`config.mk`:
```
export PLATFORM = sky130hd
export DESIGN_NAME = mirfak_div_sequencer
export DESIGN_NICKNAME = d
export VERILOG_FILES = /design/src/rtl/mirfak_div_pkg.sv /design/src/rtl/mirfak_div_cache.sv /design/src/rtl/mirfak_div_sequencer.sv
export SDC_FILE = /design/constraint.sdc
export NUM_CORES = 1
export LEC_CHECK = 0
export BUFFER_PORTS_ARGS = -buffer_cell sky130_fd_sc_hd__buf_2
export CAP_MARGIN = 20
export CORE_MARGIN = 4
export CORE_UTILIZATION = 30
export CTS_CLUSTER_SIZE = 24
export DETAILED_ROUTE_END_ITERATION = 12
export PLACE_DENSITY = 0.62
export SKIP_CTS_REPAIR_TIMING = 1
export SYNTH_ARGS = -nofsm -noshare
export SYNTH_HDL_FRONTEND = slang
export SYNTH_SLANG_ARGS = --single-unit
```
`constraint.sdc`:
```
create_clock -name clk_i -period 6 [get_ports clk_i]
set_clock_uncertainty 0.05 [all_clocks]
set_input_delay 0.3 -clock clk_i [delete_from_list [all_inputs] [get_ports clk_i]]
set_output_delay 0.3 -clock clk_i [all_outputs]
set_load 0.02 [all_outputs]
```
`src/rtl/mirfak_div_pkg.sv`:
```
// mirfak_div_pkg: shared command, state and constant definitions for the divider front-end
package mirfak_div_pkg;
  typedef enum logic [1:0] {CMD_DIV = 2'b00, CMD_DIVU = 2'b01, CMD_REM = 2'b10, CMD_REMU = 2'b11} cmd_e;
  typedef enum logic [1:0] {S_IDLE = 2'b00, S_BUSY = 2'b01, S_RESP = 2'b10} state_e;
  localparam logic [31:0] DIV_BY_ZERO_Q = 32'hFFFF_FFFF;
  localparam logic [31:0] INT_MIN = 32'h8000_0000;
  localparam logic [31:0] MINUS_ONE = 32'hFFFF_FFFF;
  localparam int TAG_W = 66;
endpackage

```
`src/rtl/mirfak_div_cache.sv`:
```
// mirfak_div_cache: one-entry {op1, op2, cmd} tag plus result, with a combinational hit compare
module mirfak_div_cache
  import mirfak_div_pkg::*;
(
  input  logic             clk_i,
  input  logic             rst_i,
  input  logic             wr_i,
  input  logic [TAG_W-1:0] wr_tag_i,
  input  logic [31:0]      wr_result_i,
  input  logic [TAG_W-1:0] lk_tag_i,
  output logic             hit_o,
  output logic [31:0]      result_o
);
  logic [TAG_W-1:0] tag_q;
  logic [31:0]      result_q;
  logic             valid_q;
  always_ff @(posedge clk_i or posedge rst_i) begin
    if (rst_i) begin
      tag_q    <= '0;
      result_q <= '0;
      valid_q  <= 1'b0;
    end else if (wr_i) begin
      tag_q    <= wr_tag_i;
      result_q <= wr_result_i;
      valid_q  <= 1'b1;
    end
  end
  assign hit_o    = valid_q && (tag_q == lk_tag_i);
  assign result_o = result_q;
endmodule

```
`src/rtl/mirfak_div_sequencer.sv`:
```
// mirfak_div_sequencer: latches divide requests, resolves RISC-V corner cases and cache hits
// locally, and otherwise runs the iterative divider through its enable/ack handshake.
module mirfak_div_sequencer
  import mirfak_div_pkg::*;
#(
  parameter bit ENABLE_FASTPATH = 1'b1,
  parameter bit ENABLE_CACHE    = 1'b1
) (
  input  logic        clk_i,
  input  logic        rst_i,
  input  logic [31:0] req_op1,
  input  logic [31:0] req_op2,
  input  logic [1:0]  req_cmd,
  input  logic        req_valid,
  input  logic        req_abort,
  output logic [31:0] resp_result,
  output logic        resp_ack,
  output logic [31:0] div_op1,
  output logic [31:0] div_op2,
  output logic [1:0]  div_cmd,
  output logic        div_enable,
  output logic        div_abort,
  input  logic [31:0] div_result,
  input  logic        div_ack
);
  state_e      state_q, state_d;
  logic [31:0] op1_q, op2_q, result_q, result_d;
  logic [1:0]  cmd_q;
  logic [31:0] fast_result, cache_result;
  logic        accept, by_zero, overflow, fast, hit, cache_hit, done;
  assign accept = (state_q == S_IDLE) && req_valid && !req_abort;
  assign done   = (state_q == S_BUSY) && div_ack && !req_abort;
  assign by_zero  = req_op2 == '0;
  assign overflow = (req_op1 == INT_MIN) && (req_op2 == MINUS_ONE) &&
                    (cmd_e'(req_cmd) == CMD_DIV || cmd_e'(req_cmd) == CMD_REM);
  assign fast     = ENABLE_FASTPATH && (by_zero || overflow);
  assign hit      = ENABLE_CACHE && cache_hit;
  // Division by zero outranks overflow: INT_MIN / 0 is still a divide-by-zero.
  assign fast_result = by_zero ? (req_cmd[1] ? req_op1 : DIV_BY_ZERO_Q)
                               : (cmd_e'(req_cmd) == CMD_DIV ? INT_MIN : 32'h0);
  mirfak_div_cache u_cache (
    .clk_i       (clk_i),
    .rst_i       (rst_i),
    .wr_i        (done),
    .wr_tag_i    ({op1_q, op2_q, cmd_q}),
    .wr_result_i (div_result),
    .lk_tag_i    ({req_op1, req_op2, req_cmd}),
    .hit_o       (cache_hit),
    .result_o    (cache_result)
  );
  always_ff @(posedge clk_i or posedge rst_i) begin
    if (rst_i) state_q <= S_IDLE;
    else state_q <= state_d;
  end
  always_comb begin
    state_d = req_abort                            ? S_IDLE
            : (state_q == S_IDLE && req_valid)     ? ((fast || hit) ? S_RESP : S_BUSY)
            : (state_q == S_BUSY)                  ? (div_ack ? S_RESP : S_BUSY)
            : S_IDLE;
  end
  always_comb begin
    resp_ack   = (state_q == S_RESP) && !req_abort;
    div_enable = state_q == S_BUSY;
    div_abort  = req_abort;
  end
  assign result_d = (accept && fast) ? fast_result
                  : (accept && hit)  ? cache_result
                  : done             ? div_result
                  : result_q;
  always_ff @(posedge clk_i or posedge rst_i) begin
    if (rst_i) begin
      op1_q    <= '0;
      op2_q    <= '0;
      cmd_q    <= '0;
      result_q <= '0;
    end else begin
      if (accept) begin
        op1_q <= req_op1;
        op2_q <= req_op2;
        cmd_q <= req_cmd;
      end
      result_q <= result_d;
    end
  end
  assign resp_result = result_q;
  assign div_op1     = op1_q;
  assign div_op2     = op2_q;
  assign div_cmd     = cmd_q;
endmodule

```
==> results.yml <==
synth:
  synth_warnings: 0
  synth_top_cells_by_count: "nand2_1 (270), dfrtp_1 (199), mux2_2 (108), xnor2_1 (47), inv_1 (44)"
  yosys_register_bits: 199
  synthesis.area_um2: 9590
  ys_async_sr_fraction_pct: 100
  ys_top_cells_by_area: "dfrtp_1 (52%), mux2_2 (13%), nand2_1 (11%)"
  yosys.area.top_type_share_pct: 51.9
  yosysMostFrequentCell: "nand2_1"
  synth-seq-area-share_pct: 51.9
  synthCells: 940
  synth_top_area_cell: "dfrtp_1"
  synth_edf_count: 0
  ys_types: 44
  mappedNetlistNets: 1043
  ys.flop_type: "dfrtp_1"
  syn_avg_cell_area_um2: 10.2
sta:
  maxSlewHeadroom_pct: 34.2
  fmax_ghz: 0.313
  layout_min_cycle_time_ns: 3.19
  worst_slack_ns: 2.81
  hold_slack_ns: -0.0410
  finalCritPeriodShare_pct: 53.2
  slew_violations: 0
  hold_viol_final: 13
  tightest_slew_ns: 0.987
  rsz0062_at_grt: "false"
  tns_ns: 0
  setup_viol: 0
drt:
  drtIter0Drc: 662
  viasPerCell: 4.97
  wire_per_inst_um: 20.6
  first_pass_iters: 5
  drt-total-wl_um: 31600
  postRouteAntennaNets: 0
  vias: 7633
  drc_errors: 0
critical_path:
  crit_type: "reg2reg"
  path_delay_family: "simple AND/OR/NAND/NOR gates"
  arrival_ns: 3.48
  required_ns: 6.28
  worstPathCellList: "xnor2_1, o221ai_1, nor4_1, nand4_1, o21ai_2, buf_4, nand2_2, a32oi_1"
  cp_slowest_cell: "nand2_2"
  cpPeakStageDelay_ns: 0.53
  cp-start-kind: "flop"
  cp_num_buf_inv: 1
  end_kind: "flop"
  worstPathMaxFanout: 35
pwr:
  ir_drop_v: 0.000190
  p_sw_share_pct: 35.6
  pwr-share-seq_pct: 45.2
  p_leak_nw: 5.60
  internal-power_mw: 2.92
  power.density_nw_per_um2: 391
  netSwitchingPower_mw: 1.61
  pwr-share-clk_pct: 25.9
  power_mw: 4.53
  power_frac_comb_pct: 28.9
placed_design:
  gp_congestion: 0.834
  portBuffers: 203
  pre_cts_ws_ns: 2.45
  dp_hpwl_um: 22600
die:
  die_w_um: 187
  die_h_um: 187
  rows: 65
  io_pins: 204
  design.core.area_um2: 31600
  die-area_um2: 34900
  start_util_pct: 30.4
run_status:
  violations: "negative hold slack"
  outcome: "complete, but fails checks"
clock_tree:
  cts_sinks: 199
  clockBufferDepth: 2
  cts_tree: "done"
  root_buffer: "clkbuf_16"
  cts_buffers: 17
  path_clk_slew_ns: 0.08
  clock_latency_ns: 0.43
  htree_num_levels: 4
global_route:
  overflow: 0
  grt_pass1_vias: 7652
  antenna_found_initial: 2
  track_usage_pct: 17.9
  grt_max_degree: 133
  grt_pass1_wl_um: 48500
cells_and_area:
  syn2layout_area_growth_pct: 20.8
  fin_util_pct: 36.7
  final_nets: 1224
  layout-drive-gt1-share_pct: 32.3
  antenna_cells: 0
worst_hold_path:
  worstHoldPathType: "in2async"
flow_run:
  max_cap_viol_count: 0
power by group through the flow:
| stage | logic [mW] | registers, mW | clock network [mW] |
|---|---|---|---|
| 6_report | 1.31 | 2.05 | 1.17 |
| 4_1_cts | 1.33 | 2.04 | 1.20 |
| 2_1_floorplan | 0.665 | 2.20 | 0 |
| 5_1_grt | 1.42 | 2.10 | 1.25 |
| 3_3_place_gp | 1.29 | 2.05 | 0 |
| 3_5_place_dp | 1.32 | 2.07 | 0 |
cells in the final DEF, fill, tap and decap left out, types with 3 or more instances in the layout:
master      synthesis  routed
mux2_2            108     108
buf_4               1       9
a21oi_1            33      33
nor4_1             17      17
nand4_1            16      16
a2111o_1            3       3
nor2_1              6       3
inv_6               0       5
nand2_1           270     270
nand3_1             3       3
o21ai_0            11      11
inv_8               0       3
mux2_1             16      16
or4_1               5       5
nand2b_1           35      35
xor2_1              3       3
clkbuf_16           0      17
xnor2_1            47      47
buf_2               8     203
clkinvlp_4          0       3
dfrtp_1           199     199
a32oi_1            31      31
nor2b_1            11      11
inv_1              44      43
o22ai_1             3       3
final cells by class:
cell class              instances  area [µm²]
fillers                      3216       20000
flip-flops and latches        199        4980
multi-input cells             645        4220
repair buffers                214        1130
well taps                     402         503
clock buffers                  17         425
inverters                      44         173
clock inverters                15         161
flip-flops by register name, indices dropped and copies added (netlist names):
signal,count
div_cmd,2
div_op2,32
u_cache.tag_q,66
u_cache.valid_q,1
state_q,2
div_op1,32
resp_result,32
u_cache.result_o,32
final timing paths:
kind                                          startpoint                                to  slack (ns)  cells after the start
min reg2reg                  u_cache.valid_q$_DFFE_PP0P_       u_cache.valid_q$_DFFE_PP0P_        0.44                      1
min                                                rst_i   u_cache.result_o[7]$_DFFE_PP0P_       -0.04                      2
max reg2reg                u_cache.tag_q[60]$_DFFE_PP0P_       resp_result[29]$_DFFE_PP0P_        2.81                      8
max in group asynchronous                          rst_i            div_op2[1]$_DFFE_PP0P_        4.47                      3
max                        u_cache.tag_q[60]$_DFFE_PP0P_       resp_result[29]$_DFFE_PP0P_        2.81                      8
min in group clk_i                        div_result[20]  u_cache.result_o[20]$_DFFE_PP0P_        0.06                      2
routing by layer:
| metal | up-vias | track usage (%) | part of all wire, % |
|---|---|---|---|
| li1 | 3538 | - | - |
| met1 | 3786 | 25.7 | 46 |
| met2 | 277 | 28.1 | 46 |
| met3 | 28 | 3.95 | 6.6 |
| met4 | 4 | 3.53 | 1.1 |
| met5 | - | 0 | 0.076 |
through the flow:
step / cell area [µm²] / instances / hold slack (ns)
6_report: 11600 / 1536 / -0.0410
4_1_cts: 11600 / 1535 / 0.0382
3_3_place_gp: 11000 / 1502 / 0.401
5_1_grt: 11600 / 1536 / 0.00470
2_1_floorplan: 9590 / 940 / 0.313
3_5_place_dp: 11000 / 1503 / 0.406
cell families after synthesis:
group,Yosys count,synth area share [%]
xor gates and xnor gates,50,4.57
and+or+nand+nor,380,18.0
AOI/OAI and AO/OA,91,6.66
DFF,199,51.9
muxes,124,14.6
buffers and inverters,96,4.29
(Power assumes the default switching activity.)
